--- config.mk ---
export PLATFORM = sky130hd
export DESIGN_NAME = vga_timing_ctrl
export DESIGN_NICKNAME = d
export VERILOG_FILES = /design/src/rtl/vga_timing_ctrl.sv
export SDC_FILE = /design/constraint.sdc
export NUM_CORES = 1
export LEC_CHECK = 0
export ABC_AREA = 1
export CELL_PAD_IN_SITES_DETAIL_PLACEMENT = 1
export CELL_PAD_IN_SITES_GLOBAL_PLACEMENT = 2
export CORE_UTILIZATION = 33
export CTS_CLUSTER_SIZE = 20
export DETAILED_ROUTE_END_ITERATION = 12
export GPL_TIMING_DRIVEN = 0
export PLACE_DENSITY_LB_ADDON = 0.1
export SETUP_SLACK_MARGIN = 0.05
export SLEW_MARGIN = 15
export SYNTH_ARGS = -nofsm -noshare
export SYNTH_HDL_FRONTEND = slang
export SYNTH_SLANG_ARGS = --single-unit
--- constraint.sdc ---
create_clock -name clk -period 2.1 [get_ports clk]
set_input_delay 0.42 -clock clk [delete_from_list [all_inputs] [get_ports clk]]
set_output_delay 0.42 -clock clk [all_outputs]
set_load 0.02 [all_outputs]
--- src/rtl/vga_timing_ctrl.sv ---
// ---------------------------------------------------------------------------
// vga_timing_ctrl
//   Generates the VGA scan raster: pixel-rate tick, column/row counters,
//   visible/hsync/vsync strobes and frame-level events. A start/stop handshake
//   stops the scan only at a frame boundary, so a stop never truncates a frame.
//
// Ports
//   clk          system clock
//   reset_n      asynchronous active-low reset
//   enable       run request (1 = scan, 0 = finish current frame then idle)
//   pix_tick     one-clk pulse per pixel period
//   colPos       horizontal count, 0..H_TOTAL-1 (never delayed)
//   rowPos       vertical count, 0..V_TOTAL-1 (never delayed)
//   visible      inside the active area while running (SYNC_DELAY-delayed)
//   hsync        horizontal sync, SYNC_POL level when active (SYNC_DELAY-delayed)
//   vsync        vertical sync, SYNC_POL level when active (SYNC_DELAY-delayed)
//   frame_start  one-clk pulse in the clk the counters read (0,0) of a new frame
//   frame_count  completed-frame counter, modulo 256
//   running      high while scanning or draining the last frame
// ---------------------------------------------------------------------------
module vga_timing_ctrl #(
    parameter int H_VISIBLE  = 640,
    parameter int H_FRONT    = 16,
    parameter int H_SYNC     = 96,
    parameter int H_BACK     = 48,
    parameter int V_VISIBLE  = 480,
    parameter int V_FRONT    = 10,
    parameter int V_SYNC     = 2,
    parameter int V_BACK     = 33,
    parameter int CLK_DIV    = 1,
    parameter int SYNC_DELAY = 0,
    parameter bit SYNC_POL   = 1'b0
) (
    input  logic       clk,
    input  logic       reset_n,
    input  logic       enable,
    output logic       pix_tick,
    output logic [9:0] colPos,
    output logic [9:0] rowPos,
    output logic       visible,
    output logic       hsync,
    output logic       vsync,
    output logic       frame_start,
    output logic [7:0] frame_count,
    output logic       running
);

    localparam int H_TOTAL = H_VISIBLE + H_FRONT + H_SYNC + H_BACK;
    localparam int V_TOTAL = V_VISIBLE + V_FRONT + V_SYNC + V_BACK;

    localparam logic [9:0] H_LAST   = 10'(H_TOTAL - 1);
    localparam logic [9:0] V_LAST   = 10'(V_TOTAL - 1);
    localparam logic [9:0] H_VIS    = 10'(H_VISIBLE);
    localparam logic [9:0] V_VIS    = 10'(V_VISIBLE);
    localparam logic [9:0] HS_FIRST = 10'(H_VISIBLE + H_FRONT);
    localparam logic [9:0] HS_LAST  = 10'(H_VISIBLE + H_FRONT + H_SYNC - 1);
    localparam logic [9:0] VS_FIRST = 10'(V_VISIBLE + V_FRONT);
    localparam logic [9:0] VS_LAST  = 10'(V_VISIBLE + V_FRONT + V_SYNC - 1);
    localparam logic [4:0] DIV_LAST = 5'(CLK_DIV - 1);

    // Elaboration-time parameter checks.
    if (H_TOTAL > 1024) begin : g_chk_h
        $error("vga_timing_ctrl: H_TOTAL exceeds 1024");
    end
    if (V_TOTAL > 1024) begin : g_chk_v
        $error("vga_timing_ctrl: V_TOTAL exceeds 1024");
    end
    if (CLK_DIV < 1 || CLK_DIV > 16) begin : g_chk_div
        $error("vga_timing_ctrl: CLK_DIV must be 1..16");
    end
    if (SYNC_DELAY < 0 || SYNC_DELAY > 4) begin : g_chk_dly
        $error("vga_timing_ctrl: SYNC_DELAY must be 0..4");
    end

    typedef enum logic [1:0] {
        IDLE,
        RUN,
        DRAIN
    } state_t;

    state_t     state_q, state_d;
    logic [4:0] div_q;
    logic       frame_wrap;
    logic       fs_d;

    assign running    = (state_q != IDLE);
    assign pix_tick   = running && (div_q == DIV_LAST);
    assign frame_wrap = pix_tick && (colPos == H_LAST) && (rowPos == V_LAST);

    // A wrap seen in RUN (or in DRAIN with enable back high) starts a new
    // frame and stays in RUN for at least that clk, so the last frame_start
    // is always followed by one complete frame.
    always_comb begin
        // NOTE: every always_comb output gets a default first, so no path
        // can leave it unassigned and infer a latch.
        state_d = state_q;
        fs_d    = 1'b0;
        unique case (state_q)
            IDLE: begin
                if (enable) begin
                    state_d = RUN;
                    fs_d    = 1'b1;
                end
            end
            RUN: begin
                if (frame_wrap) begin
                    fs_d = 1'b1;
                end else if (!enable) begin
                    state_d = DRAIN;
                end
            end
            DRAIN: begin
                if (enable) begin
                    state_d = RUN;
                    fs_d    = frame_wrap;
                end else if (frame_wrap) begin
                    state_d = IDLE;
                end
            end
            default: state_d = IDLE;
        endcase
    end

    always_ff @(posedge clk or negedge reset_n) begin
        // NOTE: state registers use non-blocking assignments so every
        // register samples pre-edge values, independent of statement order.
        if (!reset_n) begin
            state_q     <= IDLE;
            div_q       <= '0;
            colPos      <= '0;
            rowPos      <= '0;
            frame_start <= 1'b0;
            frame_count <= '0;
        end else begin
            state_q     <= state_d;
            frame_start <= fs_d;

            if (!running || pix_tick) begin
                div_q <= '0;
            end else begin
                div_q <= div_q + 5'd1;
            end

            // The last drained pixel wraps the counters to 0, which is
            // exactly the IDLE hold value.
            if (pix_tick) begin
                if (colPos == H_LAST) begin
                    colPos <= '0;
                    rowPos <= (rowPos == V_LAST) ? 10'd0 : rowPos + 10'd1;
                end else begin
                    colPos <= colPos + 10'd1;
                end
            end

            if (frame_wrap) begin
                frame_count <= frame_count + 8'd1;
            end
        end
    end

    // Active-high decodes straight from the registered counters:
    // {visible, hsync active, vsync active}.
    logic [2:0] act_now;
    logic [2:0] act_out;

    assign act_now = {
        running && (colPos < H_VIS) && (rowPos < V_VIS),
        running && (colPos >= HS_FIRST) && (colPos <= HS_LAST),
        running && (rowPos >= VS_FIRST) && (rowPos <= VS_LAST)
    };

    if (SYNC_DELAY == 0) begin : g_no_delay
        assign act_out = act_now;
    end else begin : g_delay
        logic [2:0] stage_q [SYNC_DELAY];

        always_ff @(posedge clk or negedge reset_n) begin
            // NOTE: the delay stages drive the sync pins, so every stage is
            // reset; otherwise stale levels would reach the monitor after reset.
            if (!reset_n) begin
                for (int i = 0; i < SYNC_DELAY; i++) begin
                    stage_q[i] <= '0;
                end
            end else begin
                stage_q[0] <= act_now;
                for (int i = 1; i < SYNC_DELAY; i++) begin
                    stage_q[i] <= stage_q[i-1];
                end
            end
        end

        assign act_out = stage_q[SYNC_DELAY-1];
    end

    // Inactive sync level is ~SYNC_POL.
    assign visible = act_out[2];
    assign hsync   = act_out[1] ~^ SYNC_POL;
    assign vsync   = act_out[0] ~^ SYNC_POL;

endmodule

[Word-level counts from Yosys, hierarchy flattened]
Cells that the tools add are included.
Storage, ports and cells
  flip-flop bits (word level): 36
  latch bits: 0
  memory bits (writable): 0
  bits in read-only memories: 0
  word-level logic and storage cells: 55
  memories kept: 0
Cells by class
  add/subtract/negate cells: 4
  multipliers: 0
  divide/modulo/power cells: 0
  magnitude comparators: 6
  equal/unequal tests: 8
  shift operators: 0
  muxes and demuxes: 13
  bitwise operators: 2
  reduce and logical (&&, ||, !) cells: 16
Operators with widths (count)
  $add 10x1->10 const B: 2
  $eq 10x10->1 const B: 2
  $mux 10: 2
  $ge 10x10->1 const B: 1
  $ge 10x9->1 const B: 1
  $le 10x10->1 const B: 1
  $le 10x9->1 const B: 1
  $lt 10x10->1 const B: 1
  $lt 10x9->1 const B: 1
  $mux 2: 5
  $logic_and 1x1->1: 9
  $add 8x1->8 const B: 1
  $ne 2x2->1 const B: 3
  $pmux 2 s3: 1
  $add 5x1->5 const B: 1
  $logic_not 5->1: 1
  $mux 5: 1
  $reduce_and 4->1: 1
  $mux 1: 3
  $ne 3x3->1 const B: 1
  $pmux 1 s3: 1
  $eq 2x1->1 const B: 1
  $eq 2x2->1 const B: 1
  $logic_not 2->1: 1
  other kinds (5): 6

[Depth between registers and ports, before layout]
Gate-level depths: netlist (run 1).
  word-level depth: 7
  depth in mapped cells: 9
  mapped depth without buffers: 9

[Worst setup path before layout (run 1)]
OpenSTA, ideal clock, no wires.
  kind: reg-to-output
  start point: reg rowPos[6]
  end point: out visible
  data arrival time: 1.197 ns
  setup slack: 0.483 ns
  cell stages (with the launch flop): 4
  path through: dfrtp_1 -> nand2_1 -> nor2_1 -> nor3_1
On the way
  word-level cells in the longest chain between the ends: 2
RTL lines
  start, declared: RTL line 39  | output logic [9:0] rowPos,
  start signal, assigned: RTL line 149  | rowPos <= (rowPos == V_LAST) ? 10'd0 : rowPos + 10'd1;
  $lt 10x9->1: RTL line 167  | running && (colPos < H_VIS) && (rowPos < V_VIS),
  $logic_and 1x1->1: RTL line 167
  end, declared: RTL line 40  | output logic visible,
Every way passes these cells.

[Worst setup path after layout (run 1)]
  start point: reg rowPos[0]
  end point: out vsync
On the way
  word-level cells in the longest chain between the ends: 4
  elaborated cells on any way between the ends: 5
  classes of those cells: order compare (2); bitwise (1); reduce/logical (2)
RTL lines
  $ge 10x9->1: RTL line 169  | running && (rowPos >= VS_FIRST) && (rowPos <= VS_LAST)
  $logic_and 1x1->1: RTL line 169
  $logic_and 1x1->1 *: RTL line 169
  $not 1->1 (no source line) *
  end, declared: RTL line 42  | output logic vsync,
Mark *: on every way between the ends. The rest lies on a longest branch, timed or not.

==> results of run 1 <==
-- kinds of logic (layout without fill, tap and decap cells) --
family                   after synthesis  count (layout)  share of synthesized area, %
AO/OA/AOI/OAI                         26              26                         6.194
buffers and inverters                 45              91                         8.953
XOR/XNOR                              14              14                         5.518
flip-flops                            36              36                         40.54
adder cells (fa/ha/maj)                7               7                         3.941
AND/OR/NAND/NOR                      164             164                         34.85
-- worst max-delay path by stage --
stage	start	to	slack, ps
CTS	div_q[0]	pix_tick	60
global route	div_q[0]	pix_tick	50
detailed placement	div_q[0]	pix_tick	-120
floorplan	rowPos[6]	visible	480
global placement	reset_n	div_q[0]	-390
finish	rowPos[0]	vsync	140
-- repair_timing --
item,CTS,global route
setup endpoints to repair,4,4
resized for setup,14,11
hold buffers,1,0
hold endpoints to repair,9,0
-- final cells by class --
class,count,area [µm²]
Buffer,4,48.80
Clock buffer,7,86.33
Clock inverter,1,7.507
Fill cell,800,3596
Inverter,41,156.4
Multi-Input combinational cell,211,1150
Sequential cell,36,903.4
Tap cell,77,96.34
Timing Repair Buffer,38,377.9
-- layer usage --
metal	vias to the layer above	global-route usage [%]
li1	1020	-
met5	-	0
met3	7	2.967
met1	945	23.61
met2	26	29.43
met4	0	5.643
-- power by group through the flow --
stage               Combinational (mW)  Sequential [mW]  Clock [mW]
finish                           0.480            0.845       0.538
global route                     0.536            0.859       0.594
CTS                              0.486            0.845       0.564
detailed placement               0.483            0.857           0
global placement                 0.472            0.859           0
floorplan                        0.219            0.905           0
-- state kept, by name, summed over array words and instances (netlist names) --
register	flops
div_q	5
state_q	2
frame_start	1
colPos	10
frame_count	8
rowPos	10
-- synth_stat cells (all sizes together) --
cell	n
nand2	83
inv	41
dfrtp	36
nor2	33
nand3	31
o21ai	18
nand4	10
xor2	9
ha	7
a21oi	6
nor3	5
xnor2	5
buf	4
o2111ai	2
nand3b	1
or2	1
-- worst max-delay path: stages, from the launching register on --
cell             delay [ps]
dfrtp_1                 460
ha_1                    270
inv_1                   100
nand2_1                  60
o2111ai_1                80
clkdlybuf4s15_2         290
-- cell usage in the layout, fill, tap and decap left out, types with 2 or more instances in the layout --
cell	instances
nand2_1	77
inv_1	36
dfrtp_1	34
nand3_1	31
clkdlybuf4s50_1	31
nor2_1	27
o21ai_0	15
xor2_1	9
nand4_1	8
ha_1	6
clkbuf_8	6
a21oi_1	5
xnor2_1	5
nand2_2	4
inv_2	4
nor3_1	4
buf_6	3
nor2_4	3
o21ai_1	3
nand2_4	2
nor2_2	2
nand4_4	2
o2111ai_1	2
dfrtp_2	2
==> flow_metrics.env, run 1 <==
export IMPL_power_mw=1.863
export IMPL_holdCritStartpoint="div_q[0]"
export IMPL_grt_pass1_wl_mm=9.901
export IMPL_cp_data_arrival_time_ps=1540
export IMPL_fin_crit_ps=1962
export IMPL_numClockSinks=36
export IMPL_dpl_cell_area_um2=2694
export IMPL_status="finished with violations"
export IMPL_met3WireLength_um=134
export IMPL_internal_power_mw=1.211
export IMPL_wl_met1_mm=2.790
export IMPL_track_usage_pct=17.77
export IMPL_power_switching_share_pct=35.00
export IMPL_antenna_found_initial=0
export IMPL_root_buffer="clkbuf_8"
export IMPL_start_kind="flop"
export IMPL_overflow=0
export IMPL_setup_slack_ps=137.9
export IMPL_slew_viol_final=0
export IMPL_grt_max_degree=28
export IMPL_yosys_warnings=0
export IMPL_drv_cap=0
export IMPL_ys_seq_area_share_pct=40.54
export IMPL_synth_net_count=302
export IMPL_start_util_pct=34.60
export IMPL_crit_path_max_fanout=6
export IMPL_ff2ff_path_depth=9
export IMPL_ys_ff_latch=36
export IMPL_final_area_um2=2826
export IMPL_tns_ps=0
export IMPL_ios=37
export IMPL_whs_endpoint="div_q[0]"
export IMPL_cts_buffers=5
export IMPL_drt_iter0_drc=59
export IMPL_dr_wl_met2_mm=2.667
export IMPL_hpwlAfterDp_mm=4.276
export IMPL_finalHoldViolations=0
export IMPL_die_area_um2=7066
export IMPL_setup_viol=0
export IMPL_powerDensity_nw_per_um2=659.0
export IMPL_p_sw_uw=651.9
export IMPL_wl_per_cell_um=13.65
export IMPL_dr_pass1_iters=8
export IMPL_yosysUniqueCellTypes=28
export IMPL_rows=29
export IMPL_path_clk_slew_ps=80
export IMPL_irDropWorstVdd_v=0.0004452
export IMPL_fin_skew_ps=9.790
export IMPL_reg2reg_from="colPos[0]"
export IMPL_finalNonFillerCells=415
export IMPL_die_w_um=84.06
export IMPL_violations="design-rule violations"
export IMPL_r2r_end="frame_count[1]"
export IMPL_final_util_pct=44.01
export IMPL_relSlewSlack_pct=80.71
export IMPL_via_per_inst=4.814
export IMPL_diodes=0
export IMPL_synth_top_cell_area_share_pct=40.54
export IMPL_reg2reg_setup_slack_ps=420
export IMPL_dp_cells=406
export IMPL_num_vias=1998
export IMPL_grt_pass1_vias=2015
export IMPL_layout_drive_gt1_share_pct=12.13
export IMPL_htreeDepth=2
export IMPL_worst_ep_required_time_ps=1680
export IMPL_wl_mm=5.665
export IMPL_p_leak_nw=1.352
export IMPL_max_slew_worst_pin_slew_ps=287.2
export IMPL_avgSynthCellArea_um2=7.610
export IMPL_gp_congestion=0.7469
export IMPL_clkPwrFrac_pct=28.9
export IMPL_yosysTopAreaCell="dfrtp_1"
export IMPL_rsz0062_at_grt="false"
export IMPL_insertion_delay_ps=300
export IMPL_synthTopCellsByArea="dfrtp_1 (41%), nand2_1 (13%), nand3_1 (7.0%)"
export IMPL_antenna_left=0
export IMPL_synthToLayoutAreaGrowth_pct=27.20
export IMPL_crit_type="flop to primary output"
export IMPL_finalCritPeriodShare_pct=93.43
export IMPL_nets=347
export IMPL_hold_path_class="flop to flop"
export IMPL_drc=4
export IMPL_timing_hold_ws_ps=504.2
export IMPL_port_buffers=36
export IMPL_cts_tree="done"
export IMPL_die_height_um=84.06
export IMPL_syn_inst=292
export IMPL_seq_power_share_pct=45.4
export IMPL_combPwrFrac_pct=25.8
export IMPL_endpoint_kind="primary output"
export IMPL_dp_slack_ps=-117.4
export IMPL_min_path_cells=1
export IMPL_core_area_um2=6422
export IMPL_cts_buffer_depth=2
export IMPL_postCtsSetupBuffers=0
export IMPL_max_freq_mhz=509.7
export IMPL_maxUsedRoutingLayer="met4"
export IMPL_synth_area_um2=2222
No activity file was read; power rests on OpenSTA's default activity.
==> inputs of run 2 (changes only) <==
--- a/config.mk
+++ b/config.mk
@@ -8,10 +8,11 @@
 export ABC_AREA = 1
 export CELL_PAD_IN_SITES_DETAIL_PLACEMENT = 1
 export CELL_PAD_IN_SITES_GLOBAL_PLACEMENT = 2
-export CORE_UTILIZATION = 33
+export CORE_UTILIZATION = 39
 export CTS_CLUSTER_SIZE = 20
 export DETAILED_ROUTE_END_ITERATION = 12
-export GPL_TIMING_DRIVEN = 0
+export DONT_BUFFER_PORTS = 1
+export HOLD_SLACK_MARGIN = 0.15
 export PLACE_DENSITY_LB_ADDON = 0.1
 export SETUP_SLACK_MARGIN = 0.05
 export SLEW_MARGIN = 15
==> run 2 against run 1 <==
Effect of this change:
- the flow now finishes without violations
- maximum frequency shrank 0.68%
- setup slack lost 13 ps
- hold slack lost 220 ps
- largest power group unchanged
- clock skew shrank 2.5 ps
- die area shrank 15%
- register-to-register slack is essentially flat
- critical endpoint is now hsync
- count of clock-buffer cells in the layout shrank 1
- combinational power shrank 12%
==> flow_metrics.env, run 2 (synthesis results as in run 1) <==
export IMPL_status="finished, final reports clean"
export IMPL_timing_hold_ws_ps=283.8
export IMPL_diodes=0
export IMPL_htreeDepth=2
export IMPL_reg2reg_from="rowPos[1]"
export IMPL_reg_top3="colPos (10), rowPos (10), frame_count (8)"
export IMPL_finalCritPeriodShare_pct=94.08
export IMPL_slew_viol_final=0
export IMPL_cp_cell_sequence="inv_1 -> nor3_1 -> o2111ai_2"
export IMPL_nets=321
export IMPL_critPathLaunch="colPos[9]"
export IMPL_final_area_um2=2526
export IMPL_grt_pass1_wl_mm=9.804
export IMPL_cpMaxStageDelayCell="dfrtp_1"
export IMPL_ff2ff_path_depth=9
export IMPL_relSlewSlack_pct=72.73
export IMPL_crit_path_max_fanout=5
export IMPL_hold_path_class="primary input to flop"
export IMPL_num_vias=1954
export IMPL_crit_buf_inv=1
export IMPL_min_path_cells=3
export IMPL_r2r_end="frame_count[2]"
export IMPL_start_kind="flop"
export IMPL_die_area_um2=6004
export IMPL_power_mw=1.884
export IMPL_fin_skew_ps=7.313
export IMPL_layout_drive_gt1_share_pct=13.46
export IMPL_start_util_pct=40.35
export IMPL_max_slew_worst_pin_slew_ps=409.0
export IMPL_fillCellCount=696
export IMPL_critical_path_top_delay_family="flip-flops"
export IMPL_root_buffer="clkbuf_8"
export IMPL_dpl_cell_area_um2=2375
export IMPL_cts_buffer_depth=2
export IMPL_cts_tree="done"
export IMPL_track_usage_pct=21.15
export IMPL_max_stage_delay_ps=560
export IMPL_insertion_delay_ps=300
export IMPL_wl_mm=5.698
export IMPL_hpwlAfterDp_mm=4.341
export IMPL_setup_viol=0
export IMPL_synthToLayoutAreaGrowth_pct=13.68
export IMPL_port_buffers=0
export IMPL_crit_type="flop to primary output"
export IMPL_drc=0
export IMPL_multi_input_area_um2=1135
export IMPL_drv_cap=0
export IMPL_irDropWorstVdd_v=0.0007626
export IMPL_wl_per_cell_um=14.84
export IMPL_antenna_left=0
export IMPL_via_per_inst=5.089
export IMPL_numClockSinks=36
export IMPL_dr_pass1_iters=4
export IMPL_seq_area_um2=902.1
export IMPL_gp_congestion=0.7769
export IMPL_die_w_um=77.49
export IMPL_finalHoldViolations=0
export IMPL_fin_crit_ps=1976
export IMPL_overflow=0
export IMPL_cts_buffers=5
export IMPL_worstSetupPathDepth=3
export IMPL_p_leak_nw=1.279
export IMPL_ios=37
export IMPL_cp_data_arrival_time_ps=1560
export IMPL_core_area_um2=5507
export IMPL_rows=27
export IMPL_grt_pass1_vias=2020
export IMPL_max_freq_mhz=506.2
export IMPL_path_clk_slew_ps=70
export IMPL_final_common_cell="nand2_1"
export IMPL_crit_path_end="hsync"
export IMPL_worst_ep_required_time_ps=1680
export IMPL_reg2reg_setup_slack_ps=410
export IMPL_drt_iter0_drc=59
export IMPL_die_height_um=77.49
export IMPL_grt_max_degree=37
export IMPL_endpoint_kind="primary output"
export IMPL_postCtsSetupBuffers=0
export IMPL_rsz0062_at_grt="false"
export IMPL_powerDensity_nw_per_um2=746.0
export IMPL_tns_ps=0
export IMPL_antenna_found_initial=0
export IMPL_layout_common_cells="nand2_1 (77), inv_1 (38), dfrtp_1 (35)"
run 2: changes by cell type in the layout (fill, tap and decap cells not counted), sizes merged:
| cell | previous run | this run |
|---|---|---|
| clkdlybuf4s15 | 1 | 0 |
| clkbuf | 8 | 6 |
| clkdlybuf4s50 | 31 | 0 |
| bufinv | 0 | 1 |
| buf | 7 | 15 |
| dlygate4sd2 | 1 | 0 |
| clkinvlp | 1 | 0 |
| clkinv | 0 | 1 |
run 2: how the worst min path moves through the flow:
stage                      end  startpoint
finish              state_q[1]      enable
global route        state_q[1]      enable
CTS                 state_q[1]      enable
detailed placement   rowPos[6]     reset_n
global placement     rowPos[6]     reset_n
floorplan            colPos[0]     reset_n
run 2: power by group:
group | switching [mW] | internal (mW)
sequential | 0.0919 | 0.752
clock | 0.268 | 0.353
combinational | 0.288 | 0.132
total | 0.648 | 1.24
run 2: cell type report:
type | instances | share of cell area, %
clock inverter | 2 | 1.387
timing repair buffer | 16 | 5.349
sequential | 36 | 35.71
clock buffer | 6 | 2.873
tap | 72 | 3.566
multi-input combinational | 211 | 44.92
inverter | 41 | 6.191
run 2: repair_timing:
action | CTS | global route
hold buffers | 2 | 0
hold endpoints to repair | 36 | 0
gates resized for setup | 3 | 0
setup endpoints to repair | 2 | 0
run 2: metrics by stage:
stage | std cells | util, % | setup slack [ps]
final | 384 | 45.88 | 124.4
after global routing | 384 | 45.88 | 60.66
after CTS | 384 | 45.88 | 85.46
after global placement | 374 | 43.13 | 277.9
after floorplan | 292 | - | 482.8
after detailed placement | 374 | 43.13 | 312.9
run 2: per-layer routing:
layer,global-route usage (%),vias to the layer above,wire length (µm)
li1,-,966,-
met1,23.89,950,2527
met2,37.17,30,2814
met3,6.000,8,256
met4,8.679,0,100
met5,0,-,0
run 2: worst reg2reg max path: stages (launching register included):
cell     delay, ps
dfrtp_1        530
inv_1          160
ha_1           190
nand2_1         60
nor2_1         120
nand2_2        130
inv_4          150
nand2_4        100
nand2_1         70
nand2_1         60
==> inputs of run 3 (changes only) <==
--- a/config.mk
+++ b/config.mk
@@ -8,6 +8,7 @@
 export ABC_AREA = 1
 export CELL_PAD_IN_SITES_DETAIL_PLACEMENT = 1
 export CELL_PAD_IN_SITES_GLOBAL_PLACEMENT = 2
+export CORE_MARGIN = 4
 export CORE_UTILIZATION = 39
 export CTS_CLUSTER_SIZE = 20
 export DETAILED_ROUTE_END_ITERATION = 12
@@ -15,7 +16,6 @@
 export HOLD_SLACK_MARGIN = 0.15
 export PLACE_DENSITY_LB_ADDON = 0.1
 export SETUP_SLACK_MARGIN = 0.05
-export SLEW_MARGIN = 15
 export SYNTH_ARGS = -nofsm -noshare
 export SYNTH_HDL_FRONTEND = slang
 export SYNTH_SLANG_ARGS = --single-unit
==> run 3 against run 2 <==
Effect of this change:
- critical path depth grew 1
- cell area grew 0.45%
- flip-flop and latch count is the same
- highest routed layer unchanged
- critical endpoint is now vsync
- clock power is essentially flat
- die area grew 16%
- global-route usage shrank 3.4 points
- total power grew 1.1%
==> flow_metrics.env, run 3 (synthesis results as in run 1) <==
export IMPL_drt_iter0_drc=77
export IMPL_hpwlAfterDp_mm=4.325
export IMPL_max_slew_worst_pin_slew_ps=425.3
export IMPL_rsz0062_at_grt="true"
export IMPL_start_util_pct=40.35
export IMPL_dpl_cell_area_um2=2382
export IMPL_dp_cells=375
export IMPL_antenna_found_initial=0
export IMPL_critical_path_top_delay_family="flip-flops"
export IMPL_relSlewSlack_pct=71.65
export IMPL_endpoint_kind="primary output"
export IMPL_max_freq_mhz=520.6
export IMPL_maxUsedRoutingLayer="met4"
export IMPL_nets=322
export IMPL_htreeDepth=2
export IMPL_power_mw=1.905
export IMPL_rows=27
export IMPL_fin_crit_ps=1921
export IMPL_wl_mm=5.771
export IMPL_gp_congestion=0.7685
export IMPL_final_area_um2=2537
export IMPL_reg_top3="colPos (10), rowPos (10), frame_count (8)"
export IMPL_crit_path_max_fanout=7
export IMPL_dp_slack_ps=339.5
export IMPL_timing_hold_ws_ps=284.3
export IMPL_setup_viol=0
export IMPL_hold_path_class="primary input to flop"
export IMPL_dr_pass1_iters=4
export IMPL_fillCellCount=707
export IMPL_dr_wl_met2_mm=2.882
export IMPL_wl_per_cell_um=14.99
export IMPL_cts_buffers=5
export IMPL_path_clk_slew_ps=80
export IMPL_fin_skew_ps=5.777
export IMPL_final_common_cell="nand2_1"
export IMPL_numClockSinks=36
export IMPL_start_kind="flop"
export IMPL_diodes=0
export IMPL_cp_data_arrival_time_ps=1500
export IMPL_die_height_um=83.49
export IMPL_final_util_pct=46.08
export IMPL_grt_pass1_wl_mm=10.18
export IMPL_crit_type="flop to primary output"
export IMPL_crit_buf_inv=1
export IMPL_cpMaxStageDelayCell="dfrtp_1"
export IMPL_via_per_inst=5.062
export IMPL_grt_pass1_vias=2045
export IMPL_synthToLayoutAreaGrowth_pct=14.19
export IMPL_met3WireLength_um=327
export IMPL_root_buffer="clkbuf_8"
export IMPL_max_stage_delay_ps=530
export IMPL_cp_cell_sequence="inv_1 -> nand4_1 -> a21oi_1 -> o2111ai_2"
export IMPL_status="finished, final reports clean"
export IMPL_layout_common_cells="nand2_1 (77), inv_1 (38), dfrtp_1 (32)"
export IMPL_core_area_um2=5507
export IMPL_finalHoldViolations=0
export IMPL_drv_cap=0
export IMPL_grt_max_degree=37
export IMPL_layout_drive_gt1_share_pct=14.70
export IMPL_tns_ps=0
export IMPL_overflow=0
export IMPL_p_leak_nw=1.279
export IMPL_cts_tree="done"
export IMPL_die_w_um=83.49
export IMPL_cts_buffer_depth=2
export IMPL_setup_slack_ps=179.0
export IMPL_postCtsSetupBuffers=0
export IMPL_ios=37
export IMPL_wl_met1_mm=2.510
export IMPL_die_area_um2=6970
export IMPL_num_vias=1949
export IMPL_insertion_delay_ps=290
export IMPL_powerDensity_nw_per_um2=750.6
export IMPL_track_usage_pct=17.72
export IMPL_drc=0
export IMPL_antenna_left=0
export IMPL_finalNonFillerCells=385
export IMPL_port_buffers=0
export IMPL_finalCritPeriodShare_pct=91.48
export IMPL_irDropWorstVdd_v=0.0005344
export IMPL_slew_viol_final=0
export IMPL_worst_ep_required_time_ps=1680
==> run 3: cell count changes in the layout (fill, tap and decap cells not counted), sizes merged <==
cell  before  now
buf       15   16
==> run 3: worst reg2reg max path: stages (launching register included) <==
cell and delay, ps:
dfrtp_1 560, nand2_1 160, inv_1 120, nand4_4 130
nor2_4 120, buf_4 240, nand2_4 110, nand2_1 70
nand2_1 50
==> run 3: layout make-up <==
cell class | count | area, µm² | area share [%]
clock buffer | 6 | 72.57 | 2.860
clock inverter | 2 | 35.03 | 1.381
tap | 72 | 90.09 | 3.550
inverter | 41 | 156.4 | 6.164
sequential | 36 | 905.9 | 35.70
timing repair buffer | 17 | 142.6 | 5.621
multi-input combinational | 211 | 1135 | 44.72
==> run 3: metal layers <==
| metal | track usage, % | vias to the layer above |
|---|---|---|
| li1 | - | 971 |
| met4 | 4.240 | 0 |
| met3 | 5.035 | 5 |
| met5 | 0 | - |
| met1 | 21.38 | 939 |
| met2 | 31.20 | 34 |
==> run 3: final timing paths <==
kind / from / to / slack (ps) / cells after the start
max: rowPos[2] / vsync / 180 / 4
min: enable / state_q[0] / 280 / 2
max reg2reg: colPos[8] / frame_count[2] / 440 / 8
min reg2reg: div_q[0] / div_q[0] / 500 / 1
max in group asynchronous: reset_n / colPos[7] / 1300 / 2
min in group asynchronous: reset_n / rowPos[5] / 590 / 2
==> run 3: timing repair <==
| item | in CTS | in global routing |
|---|---|---|
| resized for setup | 2 | 4 |
| hold buffers | 2 | 0 |
| setup endpoints to repair | 1 | 3 |
| cloned | 0 | 0 |
| hold endpoints to repair | 36 | 0 |
==> run 3: power by group <==
part / leakage [nW] / switching, mW / internal, mW
clock network: 0.0552 / 0.269 / 0.353
logic: 0.741 / 0.316 / 0.144
registers: 0.483 / 0.0707 / 0.752
